===== config.mk =====
export PLATFORM = sky130hd
export DESIGN_NAME = mem_port_arbiter
export DESIGN_NICKNAME = d
export VERILOG_FILES = /design/src/rtl/mem_port_arbiter.sv
export SDC_FILE = /design/constraint.sdc
export NUM_CORES = 1
export LEC_CHECK = 0
export ABC_AREA = 1
export CORE_MARGIN = 10
export CORE_UTILIZATION = 30
export DETAILED_ROUTE_END_ITERATION = 16
export PLACE_DENSITY = 0.6
export SLEW_MARGIN = 10
export SYNTH_ARGS = -nofsm -noshare
export SYNTH_HDL_FRONTEND = slang
export SYNTH_SLANG_ARGS = --single-unit

===== constraint.sdc =====
create_clock -name clk -period 4.44 [get_ports clk]
set_input_delay 0.888 -clock clk [delete_from_list [all_inputs] [get_ports clk]]
set_output_delay 0.888 -clock clk [all_outputs]
set_load 0.01 [all_outputs]

===== src/rtl/mem_port_arbiter.sv =====
// Shares one single-ported memory between the instruction-fetch (I) and load/store (D) requesters.
// Each port has one pending slot; slots are issued round-robin, one downstream access at a time.
module mem_port_arbiter #(
  parameter int unsigned TIMEOUT_CYCLES = 64
) (
  input  logic        clk,
  input  logic        rst_n,
  input  logic [31:0] i_addr,
  input  logic [3:0]  i_rmask,
  output logic [31:0] i_rdata,
  output logic        i_resp,
  input  logic [31:0] d_addr,
  input  logic [3:0]  d_rmask,
  input  logic [3:0]  d_wmask,
  input  logic [31:0] d_wdata,
  output logic [31:0] d_rdata,
  output logic        d_resp,
  output logic [31:0] mem_addr,
  output logic [3:0]  mem_rmask,
  output logic [3:0]  mem_wmask,
  output logic [31:0] mem_wdata,
  input  logic [31:0] mem_rdata,
  input  logic        mem_resp,
  output logic        error
);

  typedef enum logic [1:0] {
    IDLE   = 2'd0,
    WAIT_I = 2'd1,
    WAIT_D = 2'd2
  } state_t;

  localparam logic        GNT_I    = 1'b0;
  localparam logic        GNT_D    = 1'b1;
  localparam logic [15:0] TMO_LIM  = 16'(TIMEOUT_CYCLES);
  localparam logic [15:0] TMO_LAST = TMO_LIM - 16'd1;
  localparam logic [15:0] TMO_MAX  = 16'hFFFF;

  function automatic logic word_aligned(input logic [1:0] lsb);
    return (lsb == 2'b00);
  endfunction

  state_t      state_q;
  logic        last_gnt_q;
  logic [15:0] tmo_cnt_q;
  logic [15:0] tmo_cnt_d;

  logic        i_slot_vld_q;
  logic [31:0] i_slot_addr_q;
  logic [3:0]  i_slot_rmask_q;

  logic        d_slot_vld_q;
  logic [31:0] d_slot_addr_q;
  logic [3:0]  d_slot_rmask_q;
  logic [3:0]  d_slot_wmask_q;
  logic [31:0] d_slot_wdata_q;

  logic [31:0] i_rdata_q;
  logic        i_resp_q;
  logic [31:0] d_rdata_q;
  logic        d_resp_q;
  logic [31:0] mem_addr_q;
  logic [3:0]  mem_rmask_q;
  logic [3:0]  mem_wmask_q;
  logic [31:0] mem_wdata_q;
  logic        error_q;

  logic i_req_s;
  logic d_rd_s;
  logic d_wr_s;
  logic d_req_s;
  logic i_accept_s;
  logic d_accept_s;
  logic i_reject_s;
  logic d_reject_s;
  logic issue_i_s;
  logic issue_d_s;
  logic waiting_s;
  logic tmo_hit_s;
  logic spurious_s;
  logic err_set_s;

  // Request sampling: a slot only loads when it is free and the request is well formed.
  always_comb begin
    i_req_s    = (i_rmask != 4'h0);
    d_rd_s     = (d_rmask != 4'h0);
    d_wr_s     = (d_wmask != 4'h0);
    d_req_s    = d_rd_s | d_wr_s;
    i_accept_s = i_req_s & ~i_slot_vld_q & word_aligned(i_addr[1:0]);
    d_accept_s = d_req_s & ~(d_rd_s & d_wr_s) & ~d_slot_vld_q & word_aligned(d_addr[1:0]);
    i_reject_s = i_req_s & ~i_accept_s;
    d_reject_s = d_req_s & ~d_accept_s;
  end

  // Round-robin grant; on contention the port not granted last wins.
  always_comb begin
    issue_i_s = 1'b0;
    issue_d_s = 1'b0;
    if (state_q == IDLE) begin
      if (i_slot_vld_q && d_slot_vld_q) begin
        if (last_gnt_q == GNT_I) begin
          issue_d_s = 1'b1;
        end else begin
          issue_i_s = 1'b1;
        end
      end else if (i_slot_vld_q) begin
        issue_i_s = 1'b1;
      end else if (d_slot_vld_q) begin
        issue_d_s = 1'b1;
      end else begin
        issue_i_s = 1'b0;
      end
    end else begin
      issue_i_s = 1'b0;
    end
  end

  // Memory watchdog: counts silent WAIT cycles, saturating so the flag cannot re-arm.
  always_comb begin
    waiting_s  = (state_q == WAIT_I) || (state_q == WAIT_D);
    tmo_hit_s  = waiting_s && !mem_resp && (tmo_cnt_q == TMO_LAST);
    spurious_s = (state_q == IDLE) && mem_resp;
    err_set_s  = i_reject_s | d_reject_s | tmo_hit_s | spurious_s;
    tmo_cnt_d  = tmo_cnt_q;
    if (issue_i_s || issue_d_s) begin
      tmo_cnt_d = 16'd0;
    end else if (waiting_s && !mem_resp && (tmo_cnt_q != TMO_MAX)) begin
      tmo_cnt_d = tmo_cnt_q + 16'd1;
    end else begin
      tmo_cnt_d = tmo_cnt_q;
    end
  end

  // Arbiter FSM with pending slots and registered upstream/downstream outputs.
  always_ff @(posedge clk or negedge rst_n) begin
    if (!rst_n) begin
      state_q        <= IDLE;
      last_gnt_q     <= GNT_I;
      tmo_cnt_q      <= 16'd0;
      i_slot_vld_q   <= 1'b0;
      i_slot_addr_q  <= 32'h0;
      i_slot_rmask_q <= 4'h0;
      d_slot_vld_q   <= 1'b0;
      d_slot_addr_q  <= 32'h0;
      d_slot_rmask_q <= 4'h0;
      d_slot_wmask_q <= 4'h0;
      d_slot_wdata_q <= 32'h0;
      i_rdata_q      <= 32'h0;
      i_resp_q       <= 1'b0;
      d_rdata_q      <= 32'h0;
      d_resp_q       <= 1'b0;
      mem_addr_q     <= 32'h0;
      mem_rmask_q    <= 4'h0;
      mem_wmask_q    <= 4'h0;
      mem_wdata_q    <= 32'h0;
      error_q        <= 1'b0;
    end else begin
      i_resp_q    <= 1'b0;
      i_rdata_q   <= 32'h0;
      d_resp_q    <= 1'b0;
      d_rdata_q   <= 32'h0;
      mem_rmask_q <= 4'h0;
      mem_wmask_q <= 4'h0;
      tmo_cnt_q   <= tmo_cnt_d;
      if (err_set_s) begin
        error_q <= 1'b1;
      end
      if (i_accept_s) begin
        i_slot_vld_q   <= 1'b1;
        i_slot_addr_q  <= i_addr;
        i_slot_rmask_q <= i_rmask;
      end
      if (d_accept_s) begin
        d_slot_vld_q   <= 1'b1;
        d_slot_addr_q  <= d_addr;
        d_slot_rmask_q <= d_rmask;
        d_slot_wmask_q <= d_wmask;
        d_slot_wdata_q <= d_wdata;
      end
      case (state_q)
        IDLE: begin
          if (issue_i_s) begin
            mem_addr_q  <= i_slot_addr_q;
            mem_rmask_q <= i_slot_rmask_q;
            last_gnt_q  <= GNT_I;
            state_q     <= WAIT_I;
          end else if (issue_d_s) begin
            mem_addr_q  <= d_slot_addr_q;
            mem_rmask_q <= d_slot_rmask_q;
            mem_wmask_q <= d_slot_wmask_q;
            mem_wdata_q <= d_slot_wdata_q;
            last_gnt_q  <= GNT_D;
            state_q     <= WAIT_D;
          end else begin
            state_q <= IDLE;
          end
        end
        WAIT_I: begin
          if (mem_resp) begin
            i_slot_vld_q <= 1'b0;
            i_resp_q     <= 1'b1;
            i_rdata_q    <= mem_rdata;
            state_q      <= IDLE;
          end else begin
            state_q <= WAIT_I;
          end
        end
        WAIT_D: begin
          if (mem_resp) begin
            d_slot_vld_q <= 1'b0;
            d_resp_q     <= 1'b1;
            // Writes complete with zero data regardless of what the memory drives.
            d_rdata_q    <= (d_slot_wmask_q != 4'h0) ? 32'h0 : mem_rdata;
            state_q      <= IDLE;
          end else begin
            state_q <= WAIT_D;
          end
        end
        default: begin
          state_q <= IDLE;
        end
      endcase
    end
  end

  assign i_rdata   = i_rdata_q;
  assign i_resp    = i_resp_q;
  assign d_rdata   = d_rdata_q;
  assign d_resp    = d_resp_q;
  assign mem_addr  = mem_addr_q;
  assign mem_rmask = mem_rmask_q;
  assign mem_wmask = mem_wmask_q;
  assign mem_wdata = mem_wdata_q;
  assign error     = error_q;

endmodule


==> impl_metrics.yaml <==
worst_setup_path:
  cp.arrival_ns: 3.31
  r2r_cells: 7
  critPathLaunchType: "primary input"
  crit_fanout: 72
  path_class: "in -> reg"
  critPathCaptureType: "register"
  crit_start: "d_wmask[1]"
  cp_data_required_time_ns: 4.87
  reg2reg_setup_slack_ns: 2.11
  reg2reg_from: "state_q[0]"
  worstReg2RegEnd: "mem_addr[26]"
clocking:
  clkLatencyLatePin_ns: 0.56
  ctsHoldBuffers: 0
  cts_num_sinks: 268
  max-clock-path-buffers: 3
  cts_resized: 0
  cts-root-buf: "clkbuf_16"
  clkTransAtPathRegs_ns: 0.06
  cts_setup_buffers: 0
  htree_levels: 1
  cts_buffers: 30
  cts_tree: "built"
die:
  chipWidth_um: 207
  coreArea_um2: 34500
  die_h_um: 207
  io_pins: 282
  rows: 68
  initial_core_util_pct: 30.3
  die_area_um2: 42700
synth:
  async_flop_share_pct: 100
  synth_top_area_cell: "dfrtp_1"
  ys_top_cells_by_area: "dfrtp_1 64%, nand2_1 12%, o21ai_0 6.1%"
  ys_ff_latch: 268
  synth.distinct_cells: 27
  synth_simple_gate_area_share_pct: 18.7
  synth-edff-count: 0
  ys_top_cells_by_count: "343 x nand2_1, 268 x dfrtp_1, 129 x inv_1"
  syn-instance-count: 1125
  synthAdderAreaFrac_pct: 0.719
  ys_warn_count: 0
  netlist_area_um2: 10400
  synth_xor_xnor_area_share_pct: 0.419
  synth_nets: 1274
  synth_top_family_by_area: "simple AND/OR/NAND/NOR gates"
  synth.top_cell.area_share_pct: 64.2
  avgSynthCellArea_um2: 9.29
  synth_most_common_cell: "nand2_1"
  synth_compound_area_share_pct: 8.97
  synthMuxAreaShare_pct: 0
  ys_seq_area_share_pct: 64.2
  ys.flop_type: "dfrtp_1"
run_status:
  outcome: "finished clean"
sta:
  max_slew_margin_pct: 27.0
  worst_slew_pin_slew_ns: 1.09
  rsz0062_at_grt: "false"
  skew_ns: 0.0239
  final-setup-viol-count: 0
  drv_slew: 0
  post-route-period-util_pct: 64.7
  layout_min_cycle_time_ns: 2.87
  tns_ns: 0
  report.final.hold_viol_count: 0
  clock.fmax_ghz: 0.348
place:
  place_congestion: 0.811
  dp_hpwl_um: 20900
  io_buffers: 281
finish:
  final_nets: 1545
  area_growth_pct: 40.8
  drive_above_1_share_pct: 5.14
power:
  powerDensity_nw_per_um2: 634
  peakVddDrop_mv: 0.334
  power_w: 0.00933
  p_leak_nw: 6.94
global_routing:
  grt-ovfl-total: 0
  grt_max_degree: 99
  track_usage_pct: 13.4
  grt_pass1_vias: 8129
  antenna_found_initial: 2
  grt_pass1_wl_um: 45800
route:
  firstDrtPassIters: 5
  ant_nets: 0
  drc_errors: 0
  via_count: 8250
  totalWireLength_um: 29800
  vias_per_cell: 4.40
  drt-wirelength-per-cell_um: 15.9
  dr.first_iter.drc_count: 409
worst_hold_path:
  hold_class: "in -> async"
flow_run:
  maxCapViolCount: 0
worst max-delay path, cell delays in order:
cell             delay [ns]
clkdlybuf4s50_1        0.43
nor4_1                 0.64
ha_1                   0.22
nand3_1                0.22
inv_4                  0.41
buf_12                 0.33
o21ai_0                0.13
layer usage:
layer  vias to the layer above  part of all wire [%]  routed length (um)  track usage, %
met2                       263                    44               13000            20.6
met1                      3885                    44               13100            17.8
met4                         0                   1.7                 498            3.08
met3                        34                    11                3190            4.71
met5                         -                     0                   0               0
li1                       4068                     -                   -               -
final cells by class:
cell class,instances,area (um^2)
repair buffers,293,2950
diodes,1,2.50
well taps,455,569
fillers,3388,19700
inverters,133,502
clock inverters,10,81.3
clock buffers,45,888
multi-input cells,670,3020
flip-flops and latches,268,6710
placed cells by master, fill, tap and decap left out, types with 8 or more instances in the layout:
cell / instances
inv_1: 128
nor2_1: 57
nor3_1: 35
nand4_1: 16
o21ai_0: 128
clkbuf_1: 8
o21ai_1: 40
nand3_1: 15
clkbuf_16: 31
clkdlybuf4s50_1: 280
dfrtp_1: 268
buf_4: 9
nand2_1: 343
sequential cells by signal, summed over array words and instances, names as in the netlist:
register,count
i_rdata,32
d_slot_vld_q,1
mem_rmask,4
mem_wdata,32
d_slot_addr_q,32
tmo_cnt_q,16
i_resp,1
mem_wmask,4
d_rdata,32
d_slot_wmask_q,4
state_q,2
i_slot_vld_q,1
d_slot_rmask_q,4
last_gnt_q,1
d_slot_wdata_q,32
d_resp,1
i_slot_addr_q,32
error,1
mem_addr,32
i_slot_rmask_q,4
metrics by stage:
stage / instances / hold slack, ns / util, % / worst slack, ns / area, um^2
2_1_floorplan: 1125 / 0.444 / - / 2.23 / 10400
3_3_place_gp: 1819 / 0.457 / 39.9 / 0.935 / 13700
3_5_place_dp: 1819 / 0.460 / 39.9 / 0.863 / 13700
4_1_cts: 1874 / 0.391 / 42.7 / 1.45 / 14700
5_1_grt: 1874 / 0.402 / 42.7 / 1.26 / 14700
6_report: 1875 / 0.349 / 42.7 / 1.57 / 14700
cells by family (layout without fill, tap and decap cells):
kind of cell    after synthesis  after routing
flops                       268            268
other cells                   0              1
buf+inv                     187            481
xor+xnor                      5              5
fa+ha+maj                     6              6
compound gates              181            181
simple gates                478            478
how the worst max path moves through the flow:
stage                         endpoint  slack [ns]  cells after the start
floorplan            d_slot_addr_q[10]        2.23                      8
global placement     d_slot_wdata_q[1]        0.94                      7
detailed placement  d_slot_wdata_q[11]        0.86                      7
CTS                  d_slot_addr_q[27]        1.45                      8
global route         d_slot_addr_q[27]        1.26                      8
finish              d_slot_wdata_q[31]        1.57                      7
power by group:
group          internal, W  switching, W
Clock              0.00143      0.000988
Combinational      0.00136       0.00181
Sequential         0.00335      0.000396
Note: power is estimated with default switching activity, not from simulation.
